## config.mk

```make
export PLATFORM = sky130hd
export DESIGN_NAME = jtag_vdr_engine
export DESIGN_NICKNAME = d
export VERILOG_FILES = /design/src/rtl/jtag_vdr_pkg.sv /design/src/rtl/jtag_vdr_framer.sv /design/src/rtl/jtag_vdr_engine.sv
export SDC_FILE = /design/constraint.sdc
export NUM_CORES = 1
export LEC_CHECK = 0
export ABC_AREA = 1
export CORE_MARGIN = 2
export CORE_UTILIZATION = 59
export CTS_CLUSTER_SIZE = 20
export DETAILED_ROUTE_END_ITERATION = 10
export DONT_BUFFER_PORTS = 1
export PLACE_DENSITY = 0.75
export SYNTH_ARGS = -nofsm -noshare
export SYNTH_HDL_FRONTEND = slang
export SYNTH_SLANG_ARGS = --single-unit
```

## constraint.sdc

```tcl
create_clock -name tck -period 1.75 [get_ports tck]
set_input_delay 0.175 -clock tck [delete_from_list [all_inputs] [get_ports tck]]
set_output_delay 0.175 -clock tck [all_outputs]
set_load 0.1 [all_outputs]
```

## src/rtl/jtag_vdr_pkg.sv

```systemverilog
// jtag_vdr_pkg: mode encodings and shared constants for the virtual-DR engine.
// JTAG_VDR_PARITY_EN widens the DATA frame by one even-parity bit.
package jtag_vdr_pkg;

    typedef enum logic [2:0] {
        MODE_DATA   = 3'd0,
        MODE_LOOP   = 3'd1,
        MODE_DEBUG  = 3'd2,
        MODE_INFO   = 3'd3,
        MODE_CTRL   = 3'd4,
        MODE_BYPASS = 3'd5
    } mode_e;

    localparam logic [31:0] INFO_WORD_DEF = 32'h0001_0803;
    localparam int CNT_W = 6;
    localparam logic [CNT_W-1:0] CNT_MAX = '1;

`ifdef JTAG_VDR_PARITY_EN
    localparam int PAR_W = 1;
`else
    localparam int PAR_W = 0;
`endif

    // Every IR value above CONTROL selects the 1-bit bypass register.
    function automatic mode_e ir_to_mode(input logic [31:0] ir);
        if (ir > 32'd4) return MODE_BYPASS;
        return mode_e'(ir[2:0]);
    endfunction

endpackage

```

## src/rtl/jtag_vdr_framer.sv

```systemverilog
// jtag_vdr_framer: bit counter, DATA word framing, tx reload and rx delivery.
// With JTAG_VDR_PARITY_EN the frame carries an even-parity bit at the top.
module jtag_vdr_framer
    import jtag_vdr_pkg::*;
#(
    parameter int DATA_W = 8
) (
    input  logic              tck_i,
    input  logic              reset_i,
    input  logic              cdr_i,
    input  logic              cap_data_i,
    input  logic              shift_i,
    input  logic              e1_i,
    input  logic              data_mode_i,
    input  logic              tdi_i,
    input  logic              clr_i,
    input  logic [DATA_W-1:0] tx_data_i,
    input  logic              tx_valid_i,
    output logic              tx_ready_o,
    output logic [DATA_W-1:0] rx_data_o,
    output logic              rx_valid_o,
    input  logic              rx_ready_i,
    output logic              rx_ovf_o,
`ifdef JTAG_VDR_PARITY_EN
    output logic              parity_err_o,
`endif
    output logic [CNT_W-1:0]  bitcnt_o,
    output logic              sr0_o
);

    localparam int FW = DATA_W + PAR_W;

    logic [FW-1:0]     sr_q;
    logic [FW-1:0]     tx_frame;
    logic [FW-1:0]     rx_word;
    logic [CNT_W-1:0]  bitcnt_q;
    logic [DATA_W-1:0] rx_data_q;
    logic              rx_valid_q;
    logic              ovf_q;
    logic              done;
    logic              load;
`ifdef JTAG_VDR_PARITY_EN
    logic              par_ok;
    logic              perr_q;
`endif

    // Word-complete detection and the frame to reload on capture or wrap.
    always_comb begin
        done    = shift_i && data_mode_i && (bitcnt_q == CNT_W'(FW - 1));
        load    = cap_data_i || done;
        rx_word = {tdi_i, sr_q[FW-1:1]};
`ifdef JTAG_VDR_PARITY_EN
        tx_frame = {^tx_data_i, tx_data_i};
        par_ok   = ~^rx_word;
`else
        tx_frame = tx_data_i;
`endif
        tx_ready_o = !reset_i && load && tx_valid_i;
    end

    // Counter, data shift register and sticky rx status.
    always_ff @(posedge tck_i) begin
        if (reset_i) begin
            sr_q       <= '0;
            bitcnt_q   <= '0;
            rx_data_q  <= '0;
            rx_valid_q <= 1'b0;
            ovf_q      <= 1'b0;
`ifdef JTAG_VDR_PARITY_EN
            perr_q     <= 1'b0;
`endif
        end else begin
            rx_valid_q <= 1'b0;
            if (cdr_i || done || (e1_i && data_mode_i)) begin
                bitcnt_q <= '0;
            end else if (shift_i && (bitcnt_q != CNT_MAX)) begin
                bitcnt_q <= bitcnt_q + CNT_W'(1);
            end
            if (load) begin
                sr_q <= tx_valid_i ? tx_frame : '0;
            end else if (shift_i && data_mode_i) begin
                sr_q <= rx_word;
            end
            if (clr_i) begin
                ovf_q  <= 1'b0;
`ifdef JTAG_VDR_PARITY_EN
                perr_q <= 1'b0;
`endif
            end
            if (done) begin
`ifdef JTAG_VDR_PARITY_EN
                if (!par_ok) begin
                    perr_q <= 1'b1;
                end else
`endif
                if (rx_ready_i) begin
                    rx_data_q  <= rx_word[DATA_W-1:0];
                    rx_valid_q <= 1'b1;
                end else begin
                    ovf_q <= 1'b1;
                end
            end
        end
    end

    assign rx_data_o  = rx_data_q;
    assign rx_valid_o = rx_valid_q;
    assign rx_ovf_o   = ovf_q;
    assign bitcnt_o   = bitcnt_q;
    assign sr0_o      = sr_q[0];
`ifdef JTAG_VDR_PARITY_EN
    assign parity_err_o = perr_q;
`endif

endmodule

```

## src/rtl/jtag_vdr_engine.sv

```systemverilog
// jtag_vdr_engine: SLD virtual-DR engine with per-mode scan registers.
// Define JTAG_VDR_PARITY_EN for parity-framed DATA words and parity_err.
module jtag_vdr_engine
    import jtag_vdr_pkg::*;
#(
    parameter int          DATA_W    = 8,
    parameter int          IR_W      = 3,
    parameter int          DBG_W     = 8,
    parameter int          CTRL_W    = 8,
    parameter logic [31:0] INFO_WORD = INFO_WORD_DEF
) (
    input  logic              tck,
    input  logic              reset,
    input  logic [IR_W-1:0]   ir_in,
    input  logic              vs_cdr,
    input  logic              vs_sdr,
    input  logic              vs_e1dr,
    input  logic              vs_udr,
    input  logic              tdi,
    output logic              tdo,
    output logic [IR_W-1:0]   ir_out,
    input  logic [DATA_W-1:0] tx_data,
    input  logic              tx_valid,
    output logic              tx_ready,
    output logic [DATA_W-1:0] rx_data,
    output logic              rx_valid,
    input  logic              rx_ready,
    input  logic [DBG_W-1:0]  dbg_in,
    output logic [CTRL_W-1:0] ctrl_out,
    output logic              ctrl_strobe
`ifdef JTAG_VDR_PARITY_EN
    ,
    output logic              parity_err
`endif
);

    mode_e             mode_q;
    mode_e             cap_mode;
    logic              cdr;
    logic              sdr;
    logic              e1;
    logic              udr;
    logic              ctrl_upd;
    logic              loop_q;
    logic              byp_q;
    logic [DBG_W-1:0]  dbg_q;
    logic [31:0]       info_q;
    logic [CTRL_W-1:0] csr_q;
    logic [CTRL_W-1:0] ctrl_q;
    logic              strobe_q;
    logic [CNT_W-1:0]  bitcnt;
    logic              data_sr0;
    logic              rx_ovf;
`ifdef JTAG_VDR_PARITY_EN
    logic              perr;
`endif

    // Strobe priority cdr > sdr > udr and capture-time mode decode.
    always_comb begin
        cap_mode = ir_to_mode(32'(ir_in));
        cdr      = vs_cdr;
        sdr      = vs_sdr && !vs_cdr;
        e1       = vs_e1dr && !vs_cdr && !vs_sdr;
        udr      = vs_udr && !vs_cdr && !vs_sdr;
        ctrl_upd = udr && (mode_q == MODE_CTRL)
                   && (32'(bitcnt) >= CTRL_W);
    end

    jtag_vdr_framer #(
        .DATA_W (DATA_W)
    ) u_framer (
        .tck_i        (tck),
        .reset_i      (reset),
        .cdr_i        (cdr),
        .cap_data_i   (cdr && (cap_mode == MODE_DATA)),
        .shift_i      (sdr),
        .e1_i         (e1),
        .data_mode_i  (mode_q == MODE_DATA),
        .tdi_i        (tdi),
        .clr_i        (ctrl_upd),
        .tx_data_i    (tx_data),
        .tx_valid_i   (tx_valid),
        .tx_ready_o   (tx_ready),
        .rx_data_o    (rx_data),
        .rx_valid_o   (rx_valid),
        .rx_ready_i   (rx_ready),
        .rx_ovf_o     (rx_ovf),
`ifdef JTAG_VDR_PARITY_EN
        .parity_err_o (perr),
`endif
        .bitcnt_o     (bitcnt),
        .sr0_o        (data_sr0)
    );

    // Mode latch plus capture/shift of the non-DATA scan registers.
    always_ff @(posedge tck) begin
        if (reset) begin
            mode_q <= MODE_DATA;
            loop_q <= 1'b0;
            byp_q  <= 1'b0;
            dbg_q  <= '0;
            info_q <= '0;
            csr_q  <= '0;
        end else if (cdr) begin
            mode_q <= cap_mode;
            unique case (cap_mode)
                MODE_LOOP:   loop_q <= 1'b0;
                MODE_DEBUG:  dbg_q  <= dbg_in;
                MODE_INFO:   info_q <= INFO_WORD;
                MODE_CTRL:   csr_q  <= ctrl_q;
                MODE_BYPASS: byp_q  <= 1'b0;
                default: ;
            endcase
        end else if (sdr) begin
            unique case (mode_q)
                MODE_LOOP:   loop_q <= tdi;
                MODE_DEBUG:  dbg_q  <= {tdi, dbg_q[DBG_W-1:1]};
                MODE_INFO:   info_q <= {info_q[0], info_q[31:1]};
                MODE_CTRL:   csr_q  <= {tdi, csr_q[CTRL_W-1:1]};
                MODE_BYPASS: byp_q  <= tdi;
                default: ;
            endcase
        end
    end

    // CONTROL commit: a full-length scan updates ctrl_out and pulses the strobe.
    always_ff @(posedge tck) begin
        if (reset) begin
            ctrl_q   <= '0;
            strobe_q <= 1'b0;
        end else begin
            strobe_q <= ctrl_upd;
            if (ctrl_upd) begin
                ctrl_q <= csr_q;
            end
        end
    end

    // Serial output of the active register and the IR status word.
    always_comb begin
        tdo = 1'b0;
        unique case (mode_q)
            MODE_DATA:   tdo = data_sr0;
            MODE_LOOP:   tdo = loop_q;
            MODE_DEBUG:  tdo = dbg_q[0];
            MODE_INFO:   tdo = info_q[0];
            MODE_CTRL:   tdo = csr_q[0];
            MODE_BYPASS: tdo = byp_q;
            default:     tdo = 1'b0;
        endcase
        ir_out    = '0;
        ir_out[0] = tx_valid;
        ir_out[1] = rx_ovf;
`ifdef JTAG_VDR_PARITY_EN
        ir_out[2] = perr;
`endif
    end

    assign ctrl_out    = ctrl_q;
    assign ctrl_strobe = strobe_q;
`ifdef JTAG_VDR_PARITY_EN
    assign parity_err  = perr;
`endif

endmodule

```

==> results of run 1 <==
through the flow:
step | setup WS (ps) | setup TNS, ps
2_1_floorplan | 9.22 | 0
3_3_place_gp | 184 | 0
3_5_place_dp | 122 | 0
4_1_cts | -12.4 | -12.4
5_1_grt | -45.9 | -70.5
6_report | 11.1 | 0
metal layers:
| metal | global-route usage (%) | vias up |
|---|---|---|
| li1 | - | 1685 |
| met1 | 29.1 | 1502 |
| met2 | 38.8 | 130 |
| met3 | 6.43 | 26 |
| met4 | 10.6 | 0 |
| met5 | 0 | - |
layout by cell type, fill, tap and decap left out, types with 4 or more instances in the layout:
cell / Yosys / layout
inv_2: 2 / 4
buf_4: 6 / 31
o21ai_0: 40 / 39
nand3_1: 43 / 40
nand3_2: 2 / 5
nor2_2: 3 / 4
dfxtp_1: 86 / 81
a21oi_1: 65 / 64
inv_6: 0 / 4
nand2_2: 3 / 5
mux2i_1: 11 / 11
buf_12: 0 / 5
nand2_4: 2 / 4
dlygate4sd3_1: 0 / 11
clkbuf_8: 0 / 9
nand2_1: 109 / 105
nor2_1: 39 / 36
inv_1: 34 / 31
cells by family (layout without fill, tap and decap cells):
kind of cell | after synthesis | after routing | share of synthesized area [%]
simple gates | 211 | 211 | 25.2
compound gates | 116 | 116 | 16.8
flops | 86 | 86 | 45.7
buf+inv | 65 | 102 | 8.34
mux | 11 | 11 | 2.92
fa+ha+maj | 2 | 2 | 0.664
other cells | 1 | 1 | 0.0995
xor+xnor | 1 | 1 | 0.233
flip-flops by register name (all words and copies together) (netlist names):
signal	flops
u_framer.bitcnt_o	6
dbg_q	8
u_framer.rx_ovf_o	1
ctrl_out	8
mode_q	3
u_framer.rx_valid_o	1
u_framer.sr_q	8
ctrl_strobe	1
csr_q	8
byp_q	1
loop_q	1
u_framer.rx_data_o	8
info_q	32
layout make-up:
class / count / area, sq um / share of cell area, %
Inverter: 37 / 143 / 3.21
Tap cell: 77 / 96.3 / 2.17
Multi-Input combinational cell: 342 / 1800 / 40.6
Clock buffer: 9 / 124 / 2.79
Timing Repair Buffer: 49 / 469 / 10.6
Sequential cell: 86 / 1730 / 39.0
Clock inverter: 7 / 71.3 / 1.61
power by group through the flow:
stage	registers [mW]	logic, mW	clock network (mW)
floorplan	2.07	0.276	0
global placement	2.08	0.260	0
detailed placement	2.08	0.268	0
CTS	2.04	0.325	1.39
global route	2.05	0.374	1.46
finish	2.04	0.338	1.37
what timing repair did:
action / CTS / global route
endpoints found under the hold margin: 51 / 0
endpoints found under the setup margin: 2 / 14
pin swaps: 6 / 6
resized for setup: 16 / 9
setup buffers: 5 / 5
hold buffers: 12 / 0
final timing paths:
kind | slack (ps) | start | end
worst min register to register | 450 | info_q[16] | info_q[16]
worst max-delay path | 10 | mode_q[0] | tx_ready
worst min-delay path | 20 | ir_in[0] | mode_q[0]
worst max register to register | 140 | u_framer.bitcnt_o[0] | u_framer.sr_q[4]
==> results.py, run 1 <==
metrics = {
    "floorplan": {
        "initial_core_util_pct": 60.0,
        "die_y_um": 83.9,
        "fp.dieW_um": 83.9,
        "die_area_sq_um": 7040,
        "rows": 29,
        "coreArea_sq_um": 6280,
        "io_pins": 51,
    },
    "power_and_ir_drop": {
        "p_clk_share_pct": 36.5,
        "p_total_mw": 3.74,
        "swShare_pct": 28.2,
        "irDropWorstVdd_mv": 0.696,
        "power_frac_comb_pct": 9.0,
        "pwr-share-seq_pct": 54.5,
        "p_leak_nw": 1.80,
        "switchingPower_mw": 1.06,
        "p_per_area_nw_per_um2": 843,
        "p_int_mw": 2.69,
    },
    "finish": {
        "nets": 555,
        "post-route-util_pct": 70.7,
        "areaGrowthSynthToFinish_pct": 17.9,
        "drive_gt1_share_pct": 17.7,
        "finalInstanceArea_sq_um": 4440,
        "instances_no_fill": 607,
        "fillerInstances": 490,
        "diodes": 0,
    },
    "placement": {
        "dp.cells": 569,
        "dpl_cell_area_sq_um": 3950,
        "portBuffers": 0,
        "dp_hpwl_um": 5270,
        "gp_congestion": 0.831,
    },
    "yosys": {
        "seq_area_frac_synth_pct": 45.7,
        "async_flop_share_pct": 0,
        "synth-edff-count": 0,
        "syn-cell-area_sq_um": 3770,
        "ys.flop_type": "dfxtp_1",
        "ys_types": 38,
        "synth_most_common_cell": "nand2_1",
        "yosys.area.top_type_share_pct": 45.7,
        "ys_warn_count": 0,
        "synth_nets": 523,
        "synthTopCellsByArea": "dfxtp_1 (46%), nand2_1 (11%), a21oi_1 (8.6%)",
        "ys_ff_latch": 86,
        "syn_avg_cell_area_sq_um": 7.64,
        "postSynthCellCount": 493,
        "synthTopCellsByCount": "nand2_1 (109), dfxtp_1 (86), a21oi_1 (65)",
        "synth_largest_area_cell": "dfxtp_1",
    },
    "cts": {
        "root_buffer": "clkbuf_8",
        "cts_buffer_depth": 2,
        "cts.sinks": 86,
        "htree_levels": 3,
        "numCtsBuffers": 9,
        "clkTransAtPathRegs_ps": 90,
        "clkLatencyLatePin_ps": 360,
        "cts_tree": "yes",
    },
    "detailed_routing": {
        "num_vias": 3343,
        "drt_iter0_markers": 198,
        "drt-met1-wl_um": 3580,
        "drtAntennaViolNets": 0,
        "wirelength_um": 8240,
        "drcViolationCount": 0,
        "dr.max_layer_used": "met4",
        "dr_wl_met2_um": 3900,
        "firstDrtPassIters": 5,
        "wl_per_cell_um": 13.6,
        "met3WireLength_um": 532,
        "viasPerCell": 5.51,
    },
    "global_route": {
        "grt_pass1_wl_um": 13700,
        "grt.overflow.total": 0,
        "grt_usage_pct": 23.7,
        "antenna_found_initial": 0,
        "grt_pass1_vias": 3081,
        "grt_max_degree": 44,
    },
    "flow_run": {
        "max_cap_violations": 0,
    },
    "setup_path": {
        "worst_ep_required_time_ps": 1570,
        "worstRegToRegCells": 9,
        "critPathKind": "flop to output pin",
        "cp_slowest_stage_delay_ps": 380,
        "cp_slowest_cell": "dfxtp_4",
        "cp-start-kind": "flop",
        "path_max_fanout": 5,
        "crit_cells": 8,
        "path_delay_family": "simple AND/OR/NAND/NOR gates",
        "crit_chain": "nor2_4 -> nand2_2 -> nor2_2 -> nand2_2 -> nand2_4 -> nand2_4 -> nor2_4 -> buf_12",
        "endpoint_kind": "output pin",
        "cp_num_buf_inv": 1,
        "cp.arrival_ps": 1560,
    },
    "timing": {
        "setup_viol": 0,
        "fin_crit_ps": 1740,
        "hold_viol": 0,
        "fmax_mhz": 575,
        "finalCritPeriodShare_pct": 99.4,
        "slew_headroom_pct": 59.5,
        "whs_ps": 18.7,
        "tightest_slew_ps": 606,
        "rsz0062_at_grt": "yes",
        "report.final.slew_viol_count": 0,
        "clock_skew_ps": 13.5,
    },
    "min_path": {
        "hp-class": "primary input to flop",
        "holdPathStages": 2,
    },
    "outcome": {
        "outcome": "complete, no violations",
    },
}
Note: power is estimated with default switching activity, not from simulation.
==> run 2, diff against run 1 <==
--- a/config.mk
+++ b/config.mk
@@ -5,12 +5,12 @@
 export SDC_FILE = /design/constraint.sdc
 export NUM_CORES = 1
 export LEC_CHECK = 0
-export ABC_AREA = 1
 export CORE_MARGIN = 2
 export CORE_UTILIZATION = 59
 export CTS_CLUSTER_SIZE = 20
 export DETAILED_ROUTE_END_ITERATION = 10
 export DONT_BUFFER_PORTS = 1
+export GPL_TIMING_DRIVEN = 0
 export PLACE_DENSITY = 0.75
 export SYNTH_ARGS = -nofsm -noshare
 export SYNTH_HDL_FRONTEND = slang
==> run 2 against run 1 <==
Core utilization is 2.1 points higher; the run now ends with negative setup slack left; register-to-register slack worse by 270 ps; wire length is 4.2% higher; clock-buffer cell count is 1 higher; maximum frequency is 21% lower.
==> results.py, run 2 <==
metrics = {
    "finish": {
        "diodes": 0,
        "nets": 454,
        "largest_register_ffs": 32,
        "fillerInstances": 454,
        "final_common_cell": "dfxtp_1",
        "drive_gt1_share_pct": 22.8,
        "post-route-util_pct": 72.8,
        "final_cell_mix": "dfxtp_1 (83), nor2_1 (64), a22oi_1 (28)",
        "areaGrowthSynthToFinish_pct": 18.7,
        "regMostFlops": "info_q",
    },
    "outcome": {
        "outcome": "complete, but fails checks",
        "violations": "negative setup slack",
    },
    "setup_path": {
        "path_delay_family": "simple AND/OR/NAND/NOR gates",
        "crit_cells": 4,
        "worst_ep_required_time_ps": 1570,
        "endpoint_kind": "output pin",
        "crit_chain": "or4b_4 -> nor4_4 -> buf_6 -> o21a_4",
        "cp_slowest_cell": "or4b_4",
        "path_max_fanout": 2,
        "cp_slowest_stage_delay_ps": 550,
        "worstRegToRegCells": 7,
        "critPathKind": "flop to output pin",
        "cp_num_buf_inv": 1,
        "cp.arrival_ps": 2030,
        "cp-start-kind": "flop",
    },
    "floorplan": {
        "initial_core_util_pct": 61.3,
        "die_area_sq_um": 6840,
        "coreArea_sq_um": 5960,
        "io_pins": 51,
        "rows": 28,
        "fp.dieW_um": 82.7,
        "die_y_um": 82.7,
    },
    "timing": {
        "report.final.slew_viol_count": 0,
        "slew_headroom_pct": 32.8,
        "hold_viol": 0,
        "fin_crit_ps": 2200,
        "fmax_mhz": 454,
        "fin_ws_ps": -450,
        "tightest_slew_ps": 1010,
        "finalCritPeriodShare_pct": 126,
        "setup_tns_ps": -3740,
        "setup_viol": 34,
        "rsz0062_at_grt": "yes",
        "clock_skew_ps": 11.9,
    },
    "placement": {
        "portBuffers": 0,
        "dp_hpwl_um": 5350,
        "gp_congestion": 0.885,
    },
    "yosys": {
        "yosys.area.top_type_share_pct": 47.1,
        "synthTopCellsByCount": "dfxtp_1 (86), nor2_1 (65), a22oi_1 (28)",
        "syn_avg_cell_area_sq_um": 9.30,
        "postSynthCellCount": 393,
        "synth-edff-count": 0,
        "seq_area_frac_synth_pct": 47.1,
        "ys_warn_count": 0,
        "synth_largest_area_cell": "dfxtp_1",
        "ys_types": 55,
        "ys.flop_type": "dfxtp_1",
        "synth_most_common_cell": "dfxtp_1",
        "ys_ff_latch": 86,
        "synthTopCellsByArea": "dfxtp_1 (47%), mux2i_1 (7.4%), nor2_1 (6.7%)",
        "async_flop_share_pct": 0,
        "syn-cell-area_sq_um": 3650,
        "synth_nets": 423,
    },
    "flow_run": {
        "max_cap_violations": 0,
    },
    "global_route": {
        "antenna_found_initial": 0,
        "grt.overflow.total": 0,
        "grt_pass1_vias": 2828,
        "grt_usage_pct": 25.8,
        "grt_pass1_wl_um": 13200,
        "grt_max_degree": 16,
    },
    "detailed_routing": {
        "drtAntennaViolNets": 0,
        "wirelength_um": 8590,
        "viasPerCell": 6.13,
        "wl_per_cell_um": 17.0,
        "drcViolationCount": 0,
        "num_vias": 3090,
        "drt_iter0_markers": 234,
        "firstDrtPassIters": 7,
    },
    "power_and_ir_drop": {
        "p_per_area_nw_per_um2": 840,
        "p_leak_nw": 1.61,
        "irDropWorstVdd_mv": 0.594,
    },
    "cts": {
        "cts_tree": "yes",
        "htree_levels": 3,
        "clkTransAtPathRegs_ps": 90,
        "numCtsBuffers": 9,
        "cts.sinks": 86,
        "root_buffer": "clkbuf_8",
        "cts_buffer_depth": 2,
        "clkLatencyLatePin_ps": 360,
    },
    "min_path": {
        "holdPathStages": 2,
        "hp-class": "primary input to flop",
    },
}
run 2: repair_timing:
action	in CTS	in global routing
endpoints found under the setup margin	65	67
hold buffers	10	0
pin swaps	22	6
hold endpoints to repair	11	0
setup buffers	6	7
cloned	2	0
resized for setup	28	36
run 2: logic make-up after synthesis:
kind of cell,Yosys count,share of synthesized area (%)
AOI/OAI and AO/OA,89,18.4
muxes,34,9.55
buffers and inverters,52,6.40
DFF,86,47.1
xor gates and xnor gates,1,0.240
other,1,0.103
adders and majority gates,2,0.685
and+or+nand+nor,128,17.5
run 2: final timing paths:
| check | start | end | slack (ps) |
|---|---|---|---|
| setup reg to reg | mode_q[0] | ctrl_out[1] | -130 |
| setup / recovery | mode_q[0] | tx_ready | -450 |
| hold / removal | tx_data[7] | u_framer.sr_q[7] | 20 |
| hold reg to reg | dbg_q[7] | dbg_q[7] | 460 |
run 2: per-stage QoR:
step | cell area [sq um] | power, mW | hold WS (ps) | setup slack [ps] | std cells
floorplan | 3660 | 2.29 | 322 | -115 | 393
detailed placement | 3760 | 2.34 | 337 | -216 | 468
global route | 4340 | 3.77 | 9.59 | -499 | 504
global placement | 3760 | 2.34 | 326 | -221 | 468
CTS | 4170 | 3.63 | 1.70 | -437 | 499
finish | 4340 | 3.64 | 16.8 | -450 | 504
run 2: final cells by class:
type	instances	area, sq um	area share (%)
repair buffers	24	216	4.99
multi-input cells	255	1870	43.2
clock inverters	6	43.8	1.01
clock buffers	10	138	3.17
flip-flops and latches	86	1730	39.9
inverters	19	71.3	1.64
well taps	75	93.8	2.16
plain buffers	29	171	3.95
run 2: where the power goes:
group	switching (mW)	internal, mW
combinational	0.207	0.134
sequential	0.0310	2.00
clock	0.716	0.562
run 2: metal layers:
metal,routed length (um),global-route usage [%]
met1,3710,31.9
met2,4060,42.1
met3,638,8.48
met4,183,9.34
met5,0,0
==> run 3, diff against run 2 <==
--- a/config.mk
+++ b/config.mk
@@ -5,6 +5,7 @@
 export SDC_FILE = /design/constraint.sdc
 export NUM_CORES = 1
 export LEC_CHECK = 0
+export ABC_CLOCK_PERIOD_IN_PS = 1750
 export CORE_MARGIN = 2
 export CORE_UTILIZATION = 59
 export CTS_CLUSTER_SIZE = 20
==> results of run 3 <==
Same layout as run 2: the final DEF is identical, and so are final timing and power.
